## src/rtl/imem_loader_pkg.sv

```systemverilog
// Shared state encoding and word-format constants for the instruction-memory loader.
// Optional checksum feature is controlled by the IMEM_LOADER_CHECKSUM_EN macro.
package imem_loader_pkg;

   localparam logic [2:0] IDLE = 3'd0;
   localparam logic [2:0] LEN  = 3'd1;
   localparam logic [2:0] DATA = 3'd2;
   localparam logic [2:0] CHK  = 3'd3;
   localparam logic [2:0] DONE = 3'd4;
   localparam logic [2:0] ERR  = 3'd5;

   typedef enum logic [2:0] {
      S_IDLE = IDLE,
      S_LEN  = LEN,
      S_DATA = DATA,
      S_CHK  = CHK,
      S_DONE = DONE,
      S_ERR  = ERR
   } state_t;

   localparam int BYTES_PER_WORD = 4;

   // Running checksum step: the checksum is the XOR of every data byte.
   function automatic logic [7:0] chk_step(input logic [7:0] acc, input logic [7:0] b);
      return acc ^ b;
   endfunction

endpackage

```

## src/rtl/imem_loader_word_assembler.sv

```systemverilog
// Word assembler for the loader: shifts in bytes MSB first and flags the byte that completes a word.
// The completed word is presented combinationally alongside the completing byte; the top registers it.
module imem_loader_word_assembler
   import imem_loader_pkg::*;
(
   input  logic        Clk,
   input  logic        Rst,
   input  logic        clear,
   input  logic        byte_valid,
   input  logic [7:0]  din,
   output logic [31:0] word,
   output logic        word_valid
);

   localparam logic [1:0] CNT_LAST = 2'(BYTES_PER_WORD - 1);

   logic [23:0] shift_r;
   logic [1:0]  cnt_r;

   assign word       = {shift_r, din};
   assign word_valid = byte_valid & (cnt_r == CNT_LAST);

   // Byte shift register and position counter; the counter wraps naturally after the fourth byte.
   always_ff @(posedge Clk) begin
      if (Rst || clear) begin
         shift_r <= 24'd0;
         cnt_r   <= 2'd0;
      end else if (byte_valid) begin
         shift_r <= {shift_r[15:0], din};
         cnt_r   <= cnt_r + 2'd1;
      end else begin
         shift_r <= shift_r;
         cnt_r   <= cnt_r;
      end
   end

endmodule

```

## src/rtl/imem_loader.sv

```systemverilog
// Instruction-memory loader: receives length + instruction bytes (+ checksum when
// IMEM_LOADER_CHECKSUM_EN is defined) and writes 32-bit words through the IMEM write port.
module imem_loader
   import imem_loader_pkg::*;
#(
   parameter int ADDR_W = 5
) (
   input  logic        Clk,
   input  logic        Rst,
   input  logic        Start,
   input  logic [7:0]  RxData,
   input  logic        RxValid,
   output logic        RxReady,
   output logic        WEn,
   output logic [31:0] WAddr,
   output logic [31:0] WData,
   output logic        CpuHold,
   output logic        Done,
   output logic        Err
);

   localparam int DEPTH = 1 << ADDR_W;

   state_t            state_r;
   logic [ADDR_W-1:0] idx_r;
   logic [ADDR_W-1:0] last_r;
`ifdef IMEM_LOADER_CHECKSUM_EN
   logic [7:0]        chk_r;
`endif

   logic        rx_fire_s;
   logic        data_fire_s;
   logic        asm_clear_s;
   logic [31:0] asm_word_s;
   logic        asm_done_s;
   logic        len_bad_s;
   logic        last_word_s;
   logic [31:0] addr_s;

   assign rx_fire_s   = RxValid & RxReady;
   assign data_fire_s = rx_fire_s & (state_r == S_DATA);
   assign asm_clear_s = (state_r == S_LEN);
   assign len_bad_s   = (RxData == 8'd0) || ({24'd0, RxData} > 32'(DEPTH));
   assign last_word_s = (idx_r == last_r);
   assign addr_s      = 32'(idx_r) << 5'd2;

   imem_loader_word_assembler u_asm (
      .Clk        (Clk),
      .Rst        (Rst),
      .clear      (asm_clear_s),
      .byte_valid (data_fire_s),
      .din        (RxData),
      .word       (asm_word_s),
      .word_valid (asm_done_s)
   );

   // Load sequencer with registered handshake, write-port and status outputs.
   always_ff @(posedge Clk) begin
      if (Rst) begin
         state_r <= S_IDLE;
         RxReady <= 1'b0;
         WEn     <= 1'b0;
         WAddr   <= 32'd0;
         WData   <= 32'd0;
         CpuHold <= 1'b1;
         Done    <= 1'b0;
         Err     <= 1'b0;
         idx_r   <= '0;
         last_r  <= '0;
`ifdef IMEM_LOADER_CHECKSUM_EN
         chk_r   <= 8'd0;
`endif
      end else begin
         WEn <= 1'b0;
         case (state_r)
            S_IDLE: begin
               if (Start) begin
                  state_r <= S_LEN;
                  RxReady <= 1'b1;
                  CpuHold <= 1'b1;
               end
            end
            S_LEN: begin
               if (rx_fire_s) begin
                  if (len_bad_s) begin
                     state_r <= S_ERR;
                     RxReady <= 1'b0;
                     Err     <= 1'b1;
                  end else begin
                     // Store N-1 so the final word is recognised by equality with idx.
                     last_r  <= ADDR_W'(RxData - 8'd1);
                     idx_r   <= '0;
`ifdef IMEM_LOADER_CHECKSUM_EN
                     chk_r   <= 8'd0;
`endif
                     state_r <= S_DATA;
                  end
               end
            end
            S_DATA: begin
               if (rx_fire_s) begin
`ifdef IMEM_LOADER_CHECKSUM_EN
                  chk_r <= chk_step(chk_r, RxData);
`endif
                  if (asm_done_s) begin
                     WEn   <= 1'b1;
                     WAddr <= addr_s;
                     WData <= asm_word_s;
                     idx_r <= idx_r + {{(ADDR_W-1){1'b0}}, 1'b1};
                     if (last_word_s) begin
`ifdef IMEM_LOADER_CHECKSUM_EN
                        state_r <= S_CHK;
`else
                        state_r <= S_DONE;
                        RxReady <= 1'b0;
                        Done    <= 1'b1;
                        CpuHold <= 1'b0;
`endif
                     end
                  end
               end
            end
`ifdef IMEM_LOADER_CHECKSUM_EN
            S_CHK: begin
               // Words are already in IMEM; only the status reflects the checksum outcome.
               if (rx_fire_s) begin
                  RxReady <= 1'b0;
                  if (RxData == chk_r) begin
                     state_r <= S_DONE;
                     Done    <= 1'b1;
                     CpuHold <= 1'b0;
                  end else begin
                     state_r <= S_ERR;
                     Err     <= 1'b1;
                  end
               end
            end
`endif
            S_DONE: begin
               if (Start) begin
                  state_r <= S_LEN;
                  Done    <= 1'b0;
                  CpuHold <= 1'b1;
                  RxReady <= 1'b1;
               end
            end
            S_ERR: begin
               if (Start) begin
                  state_r <= S_LEN;
                  Err     <= 1'b0;
                  CpuHold <= 1'b1;
                  RxReady <= 1'b1;
               end
            end
            default: begin
               state_r <= S_IDLE;
               RxReady <= 1'b0;
               CpuHold <= 1'b1;
               Done    <= 1'b0;
               Err     <= 1'b0;
            end
         endcase
      end
   end

endmodule

```

## config.mk

```make
export PLATFORM = sky130hd
export DESIGN_NAME = imem_loader
export DESIGN_NICKNAME = d
export VERILOG_FILES = /design/src/rtl/imem_loader_pkg.sv /design/src/rtl/imem_loader_word_assembler.sv /design/src/rtl/imem_loader.sv
export SDC_FILE = /design/constraint.sdc
export NUM_CORES = 1
export LEC_CHECK = 0
export CAP_MARGIN = 20
export CORE_MARGIN = 4
export CORE_UTILIZATION = 45
export CTS_BUF_LIST = sky130_fd_sc_hd__clkbuf_16
export DETAILED_ROUTE_END_ITERATION = 16
export PLACE_DENSITY = 0.71
export SETUP_SLACK_MARGIN = 0.05
export SYNTH_ARGS = -nofsm -noshare
export SYNTH_HDL_FRONTEND = slang
export SYNTH_SLANG_ARGS = --single-unit
export TNS_END_PERCENT = 1
```

## constraint.sdc

```tcl
create_clock -name Clk -period 2.2 [get_ports Clk]
set_clock_uncertainty 0.05 [all_clocks]
set_input_delay 0.44 -clock Clk [delete_from_list [all_inputs] [get_ports Clk]]
set_output_delay 0.44 -clock Clk [all_outputs]
set_load 0.02 [all_outputs]
```

Word level (Yosys, flattened, before mapping)
Cells that the tools add are included.
W data, S select, Z words.

operators by class
  $add $sub $neg = 3
  magnitude comparators = 1
  eq/ne operators = 15
  muxes and demuxes = 29
  bitwise gates (word level) = 9
  reductions and logical operators = 17

operators with widths
  operator               number
  $mux W5                4
  $reduce_and A5 Y1      4
  $mux W3                6
  $ne A2 B2 Y1 const B   8
  $mux W1                13
  $pmux W1 S3            4
  $reduce_or A3 Y1       4
  $pmux W5 S2            1
  $pmux W3 S3            1
  $gt A8 B6 Y1 const B   1
  $logic_not A8 Y1       1
  $eq A3 B3 Y1 const B   2
  $not A1 Y1             6
  $reduce_and A3 Y1      2
  $reduce_and A6 Y1      1
  $add A5 B1 Y5 const B  1
  $eq A5 B5 Y1           1
  $sub A5 B1 Y5 const B  1
  $reduce_and A4 Y1      1
  $and A1 B1 Y1          3
  $eq A3 B1 Y1 const B   1
  $eq A3 B2 Y1 const B   1
  $logic_not A3 Y1       1
  $add A2 B1 Y2 const B  1
  other kinds (4)        5

storage, ports and cells
  register bits = 81
  input port bits = 12
  output and inout port bits = 69

Depth between registers and ports, before layout
Gate-level depths: netlist of the first run.

  word-level depth = 6
  mapped depth = 9

Modules after synthesis
Synthesis of the first run repeated with hierarchy kept, for this count alone.

second synthesis, totals
  cells, all modules = 396
  area, all modules = 3498.4 sq um

modules (own cells, without submodules)
  module                      instances  cells each  area each (sq um)  seq. area each (sq um)
  imem_loader                 1          301         2458.6             1101.1
  imem_loader_word_assembler  1          95          1039.7             520.5

Worst setup path after synthesis of the first run
OpenSTA, ideal clock, no wires.

  path type = in2reg
  start point = input port RxData[0]
  end point = register idx_r[3]
  setup time = 0.091 ns
  data arrival time = 1.877 ns
  required time = 2.059 ns
  slack = 0.182 ns
  cell stages on the path = 6
  buffers on the path = 0
  cells stage by stage = inv_1 -> ha_1 -> nor4b_2 -> mux2i_1 -> a21oi_1 -> a311oi_1

between the ends
  word-level cells in the longest chain between the ends = 4
  elaborated cells on any way between the ends = 5
  classes of those cells = 1 x order compare; 1 x eq/ne; 3 x reduce/logical

ends and longest elaborated chain
  element                                                  RTL line            RTL
  start: declaration                                       imem_loader.sv:11   input logic [7:0] RxData,
  $gt A8 B6 Y1 / $logic_not A8 Y1 (equally long branches)  imem_loader.sv:43   assign len_bad_s = (RxData == 8'd0) || ({24'd0, RxData} > 32'(DEPTH));
  $logic_or A1 B1 Y1 (*)                                   imem_loader.sv:43
  $ne A2 B2 Y1 (no line) (*)                               --
  $reduce_and A5 Y1 (no line) (*)                          --
  end signal: assignment                                   imem_loader.sv:109  idx_r <= idx_r + {{(ADDR_W-1){1'b0}}, 1'b1};
  end: declaration                                         imem_loader.sv:25   logic [ADDR_W-1:0] idx_r;

Mark *: on every way between the ends. The rest lies on a longest branch, timed or not.
A chain may end at the register's enable or synchronous reset.

Worst setup path in the final report of the first run
  start point = input port RxData[2]
  end point = register last_r[0]

between the ends
  word-level cells in the longest chain between the ends = 4
  elaborated cells on any way between the ends = 5
  classes of those cells = 1 x order compare; 1 x bitwise; 3 x reduce/logical

ends and longest elaborated chain
  element                                                  RTL line           RTL
  $gt A8 B6 Y1 / $logic_not A8 Y1 (equally long branches)  imem_loader.sv:43
  $logic_or A1 B1 Y1 (*)                                   imem_loader.sv:43
  $not A1 Y1 (no line) (*)                                 --
  $reduce_and A3 Y1 (no line) (*)                          --
  end signal: assignment                                   imem_loader.sv:91  last_r <= ADDR_W'(RxData - 8'd1);
  end: declaration                                         imem_loader.sv:26  logic [ADDR_W-1:0] last_r;

Marked as above.

==> results of run 1 <==
## where the power goes
| part | switching [mW] | internal, mW | total [mW] |
|---|---|---|---|
| clock network | 0.595 | 0.761 | 1.36 |
| registers | 0.00918 | 1.47 | 1.48 |
| logic | 0.120 | 0.0632 | 0.183 |
## registers in the layout (all words and copies together), names as in the netlist
register and count:
WEn 1, WAddr 5, WData 32, idx_r 5, u_asm.cnt_r 2, Err 1, CpuHold 1, u_asm.shift_r 24
state_r 3, Done 1, RxReady 1, last_r 5
## worst paths after layout
kind | start | slack [ps] | end | depth (start not counted)
setup reg to reg | state_r[1]$_SDFFE_PP0P_ | 310 | WData[5]$_SDFFE_PP0P_ | 5
setup / recovery | RxData[2] | 280 | last_r[0]$_SDFFE_PP0P_ | 8
hold reg to reg | WData[25]$_SDFFE_PP0P_ | 400 | WData[25]$_SDFFE_PP0P_ | 2
hold / removal | WData[25]$_SDFFE_PP0P_ | 400 | WData[25]$_SDFFE_PP0P_ | 2
## synth_stat cells (4+ instances only)
library cell	count
a211oi_1	9
a21oi_1	67
buf_2	6
buf_4	27
clkbuf_1	19
dfxtp_1	81
inv_1	6
nand2_1	130
nand2b_1	4
nor2_1	21
nor3_1	4
xnor2_1	6
## routing by layer
metal	wire length, um	share of wire, %	vias to the layer above	GRT usage [%]
li1	-	-	1444	-
met1	3320	46	1295	22.3
met2	3400	47	79	27.6
met3	440	6.1	13	4.09
met4	112	1.5	0	6.38
met5	0	0	-	0
## cells in the final DEF, fill, tap and decap left out, drive strengths merged, types with 2 or more instances in the layout
| cell | n |
|---|---|
| nand2 | 131 |
| dfxtp | 81 |
| a21oi | 67 |
| clkdlybuf4s50 | 50 |
| conb | 27 |
| buf | 25 |
| nor2 | 21 |
| clkbuf | 9 |
| a211oi | 9 |
| inv | 8 |
| xnor2 | 6 |
| nor3 | 5 |
| clkinv | 5 |
| nand2b | 4 |
| xor2 | 3 |
| mux2i | 3 |
| nand3 | 3 |
| a311oi | 3 |
| ha | 3 |
| o32ai | 2 |
| dlymetal6s2s | 2 |
## through the flow
| step | cell area, um2 | TNS [ps] |
|---|---|---|
| final | 4290 | 0 |
| after global placement | 3970 | -2990 |
| after detailed placement | 3970 | -4250 |
| after floorplan | 3430 | 0 |
| after CTS | 4270 | 0 |
| after global routing | 4290 | 0 |
## cell type report
class | count | area share [%]
clock buffers | 9 | 5.25
clock inverters | 7 | 1.02
inverters | 6 | 0.525
multi-input cells | 303 | 35.1
flip-flops and latches | 81 | 37.8
well taps | 99 | 2.89
repair buffers | 77 | 17.4
## critical path, delay by kind of cell
kind / cells / cell delay (ps)
buf+inv: 3 / 790
mux: 2 / 310
simple gates: 3 / 540
## kinds of logic (layout without fill, tap and decap cells)
family,count (synthesis),count (layout)
flip-flops,81,81
adder cells (fa/ha/maj),3,3
XOR/XNOR,9,9
multiplexers,3,3
AND/OR/NAND/NOR,173,173
other,1,27
AO/OA/AOI/OAI,88,88
buffers and inverters,59,99
## timing repair
| action | CTS | global route |
|---|---|---|
| pin swaps | 1 | 2 |
| hold endpoints to repair | 0 | 0 |
| setup endpoints to repair | 2 | 13 |
| cloned | 0 | 0 |
| setup buffers | 1 | 0 |
| resized for setup | 1 | 7 |
==> flow_summary.json, run 1 <==
{
  "powerDensity_nw_per_um2": 704,
  "firstDrtPassIters": 5,
  "hold_viol_final": 0,
  "crit_slowest_cell": "clkdlybuf4s50_1",
  "io_pins": 81,
  "grt_start_max_net_pins": 58,
  "rsz0062_at_grt": "false",
  "drc_errors": 0,
  "fmaxAchievable_ghz": 0.522,
  "die_h_um": 94.1,
  "synth_edf_count": 0,
  "finalSetupViolations": 0,
  "fin_cells": 582,
  "drive_gt1_share_pct": 10.1,
  "cts_tree": "yes",
  "slew_headroom_pct": 61.6,
  "hold_ws_ps": 401,
  "grt_first_pass_wirelength_um": 12100,
  "ant_nets": 0,
  "antenna_found_initial": 0,
  "wirelength_um": 7270,
  "ys_ff_latch": 81,
  "max_stage_delay_ps": 470,
  "clock_path_buffers": 2,
  "worst_setup_path_start_kind": "primary input",
  "synth_top_flop_cell": "dfxtp_1",
  "yosys_warnings": 0,
  "portBuffers": 53,
  "gr-total-overflow": 0,
  "cts.htree.levels": 3,
  "crit_top_cell": "mux2i_1",
  "tightest_slew_ps": 576,
  "num_rows": 31,
  "place_inst": 565,
  "critical_path_class": "primary input to flop",
  "syn_area_um2": 3330,
  "die_w_um": 94.1,
  "crit_fanout": 9,
  "cts_made_buffers": 9,
  "vias_per_cell": 4.86,
  "yosys-top-cells-area": "dfxtp_1 (49%), nand2_1 (15%), a21oi_1 (10%)",
  "async_flop_share_pct": 0,
  "gp_congestion": 0.806,
  "finalCritPeriodShare_pct": 87.1,
  "syn_to_final_growth_pct": 28.7,
  "synthAdderAreaFrac_pct": 1.13,
  "grt_pass1_vias": 2593,
  "clkTransAtPathRegs_ps": 60,
  "yosysTopAreaCell": "dfxtp_1",
  "status": "completed",
  "vias": 2831,
  "seqCellArea_um2": 1620,
  "hold_buffers": 0,
  "diodes": 0,
  "maxCapViolations": 0,
  "synthMuxAreaShare_pct": 0.901,
  "hpwl_um": 4930,
  "insertion_delay_ps": 340,
  "synth_cell_type_count": 38,
  "required_ps": 2360,
  "cp.arrival_ps": 2070,
  "finalMaxSlewViolations": 0,
  "leakagePower_nw": 1.51,
  "nets": 493,
  "wire_per_inst_um": 12.5,
  "cts_root_buf": "clkbuf_16",
  "setup_ws_ps": 285,
  "start_util_pct": 46.2,
  "yosys.area_share.simple_pct": 21.5,
  "endpoint_kind": "flop",
  "globalRouteTotalUtil_pct": 17.2,
  "hold_class": "flop to flop",
  "synth_seq_area_share_pct": 48.6,
  "fin_crit_ps": 1920,
  "coreArea_um2": 7210,
  "crit_chain": "clkdlybuf4s50_1, nor4b_4, mux2i_1, buf_4, nor3_4, buf_12, mux2i_1, nor2_1",
  "utilization_pct": 59.5,
  "p_total_mw": 3.02,
  "clock_sinks": 81,
  "synth_top_family_by_area": "simple AND/OR/NAND/NOR gates",
  "die_area_um2": 8850,
  "synth_area_per_cell_um2": 8.00,
  "ir_drop_uv": 418,
  "place_ws_ps": -292,
  "fillers": 668,
  "syn_inst": 417,
  "multi_input_area_um2": 1510,
  "synth_compound_area_share_pct": 15.2,
  "drtIter0Drc": 165,
  "synth-xor-area-share_pct": 2.36,
  "synth_top_area_share_pct": 48.6
}
(Power assumes the default switching activity.)
==> run 2: changes to the inputs <==
--- a/config.mk
+++ b/config.mk
@@ -7,10 +7,10 @@
 export LEC_CHECK = 0
 export CAP_MARGIN = 20
 export CORE_MARGIN = 4
-export CORE_UTILIZATION = 45
+export CORE_UTILIZATION = 49
 export CTS_BUF_LIST = sky130_fd_sc_hd__clkbuf_16
 export DETAILED_ROUTE_END_ITERATION = 16
-export PLACE_DENSITY = 0.71
+export PLACE_DENSITY = 0.76
 export SETUP_SLACK_MARGIN = 0.05
 export SYNTH_ARGS = -nofsm -noshare
 export SYNTH_HDL_FRONTEND = slang
==> run 2 against run 1 <==
  * Register-to-register slack got worse by 30 ps
  * Setup slack lost 120 ps
  * Via count increased by 2.0%
  * Core utilization up 5.9 points
  * Combinational power about the same
  * Fmax shrank 5.9%
  * Final area down 1.1%
  * Sequential share of layout area is 0.41 points higher
  * Clock power grew 5%
  * Global-route usage grew 1.2 points
  * Flip-flop and latch count unchanged
  * Critical endpoint is now last_r[4]$_SDFFE_PP0P_
==> flow_summary.json, run 2 (same netlist as run 1, synthesis figures left out) <==
{
  "insertion_delay_ps": 330,
  "grt_pass1_vias": 2753,
  "start_util_pct": 51.3,
  "r2r_start": "state_r[1]$_SDFFE_PP0P_",
  "wire_per_inst_um": 13.4,
  "firstDrtPassIters": 4,
  "cts_tree": "yes",
  "critPathCapture": "last_r[4]$_SDFFE_PP0P_",
  "leakagePower_nw": 1.50,
  "utilization_pct": 65.3,
  "ant_nets": 0,
  "powerDensity_nw_per_um2": 729,
  "die_h_um": 90.5,
  "hpwl_um": 5050,
  "status": "completed",
  "globalRouteTotalUtil_pct": 18.3,
  "final_common_cell": "nand2_1",
  "wirelength_um": 7450,
  "cts_root_buf": "clkbuf_16",
  "clock_path_buffers": 2,
  "vias_per_cell": 5.18,
  "drive_gt1_share_pct": 8.96,
  "cts_made_buffers": 9,
  "gr-total-overflow": 0,
  "dpl_cell_area_um2": 3930,
  "finalMaxSlewViolations": 0,
  "drtIter0Drc": 182,
  "portBuffers": 53,
  "slew_headroom_pct": 65.9,
  "reg2reg_depth": 5,
  "hold_viol_final": 0,
  "diodes": 0,
  "ir_drop_uv": 489,
  "fmaxAchievable_ghz": 0.491,
  "largest_register": "WData",
  "clock_sinks": 81,
  "setup_ws_ps": 165,
  "die_w_um": 90.5,
  "reg2reg_to": "WData[23]$_SDFFE_PP0P_",
  "vias": 2887,
  "post-route-cell-area_um2": 4240,
  "grt_first_pass_wirelength_um": 12400,
  "worst_setup_path_start_kind": "primary input",
  "clkTransAtPathRegs_ps": 60,
  "tightest_slew_ps": 512,
  "grt_start_max_net_pins": 34,
  "critical_path_class": "primary input to flop",
  "crit_start": "RxData[1]",
  "largest_reg_flops": 32,
  "io_pins": 81,
  "finalSetupViolations": 0,
  "syn_to_final_growth_pct": 27.3,
  "drc_errors": 0,
  "fin_crit_ps": 2040,
  "largestRegisters": "WData: 32 flops, u_asm.shift_r: 24 flops",
  "setup_tns_ps": 0,
  "crit_fanout": 8,
  "rsz0062_at_grt": "false",
  "cp.arrival_ps": 2230,
  "endpoint_kind": "flop",
  "die_area_um2": 8190,
  "hold_class": "flop to flop",
  "nets": 491,
  "required_ps": 2400,
  "hold_buffers": 0,
  "num_rows": 29,
  "antenna_found_initial": 0,
  "place_ws_ps": -270,
  "maxCapViolations": 0,
  "finalCritPeriodShare_pct": 92.5,
  "cts.htree.levels": 3,
  "fillers": 538,
  "gp_congestion": 0.793,
  "layout_common_cells": "nand2_1 (130), dfxtp_1 (81), a21oi_1 (66)",
  "coreArea_um2": 6490,
  "reg2reg_setup_slack_ps": 280
}
run 2: how the worst min path moves through the flow:
stage                                   start                              to  slack (ps)  cells past startpoint
3_3_place_gp            WAddr[4]$_SDFFE_PP0P_           WAddr[4]$_SDFFE_PP0P_         390                      2
3_5_place_dp   u_asm.shift_r[19]$_SDFFE_PP0P_  u_asm.shift_r[19]$_SDFFE_PP0P_         400                      2
5_1_grt                WData[24]$_SDFFE_PP0P_          WData[24]$_SDFFE_PP0P_         420                      2
6_report                    Done$_SDFFE_PP0P_               Done$_SDFFE_PP0P_         400                      2
4_1_cts        u_asm.shift_r[19]$_SDFFE_PP0P_  u_asm.shift_r[19]$_SDFFE_PP0P_         410                      2
2_1_floorplan  u_asm.shift_r[23]$_SDFFE_PP0P_          WData[31]$_SDFFE_PP0P_         380                      2
run 2: power breakdown:
group,internal (mW),leakage [nW],switching (mW)
Sequential,1.47,0.653,0.00926
Clock,0.866,0.138,0.567
Combinational,0.0613,0.709,0.119
run 2: metal layers:
metal | track usage [%] | vias up | share of wire, %
met4 | 9.31 | 0 | 1.7
met2 | 29.2 | 103 | 47
met3 | 4.50 | 13 | 6.9
li1 | - | 1433 | -
met1 | 23.0 | 1338 | 45
met5 | 0 | - | 0
run 2: timing repair:
item | 4_1_cts | 5_1_grt
resized for setup | 1 | 5
buffers inserted | 1 | 0
endpoints found under the setup margin | 2 | 15
pin swaps | 1 | 3
run 2: area by class of cell:
cell class | count | area [um2] | share of cell area [%]
Timing Repair Buffer | 75 | 718 | 16.9
Clock inverter | 6 | 58.8 | 1.39
Tap cell | 77 | 96.3 | 2.27
Inverter | 6 | 22.5 | 0.531
Sequential cell | 81 | 1620 | 38.2
Clock buffer | 9 | 225 | 5.31
Multi-Input combinational cell | 303 | 1500 | 35.4
run 2: worst max-delay path, cell delays in order:
cell,delay (ps)
clkdlybuf4s50_1,420
inv_1,70
ha_1,170
nor4b_4,250
mux2i_1,120
buf_4,170
nor3_4,270
nor2_1,100
a211oi_2,220
run 2: metrics by stage:
step,std cells,hold slack [ps],power (mW)
after global routing,557,424,3.19
after detailed placement,541,397,1.69
after floorplan,443,382,1.66
final,557,400,3.09
after global placement,541,393,1.69
after CTS,557,405,3.10
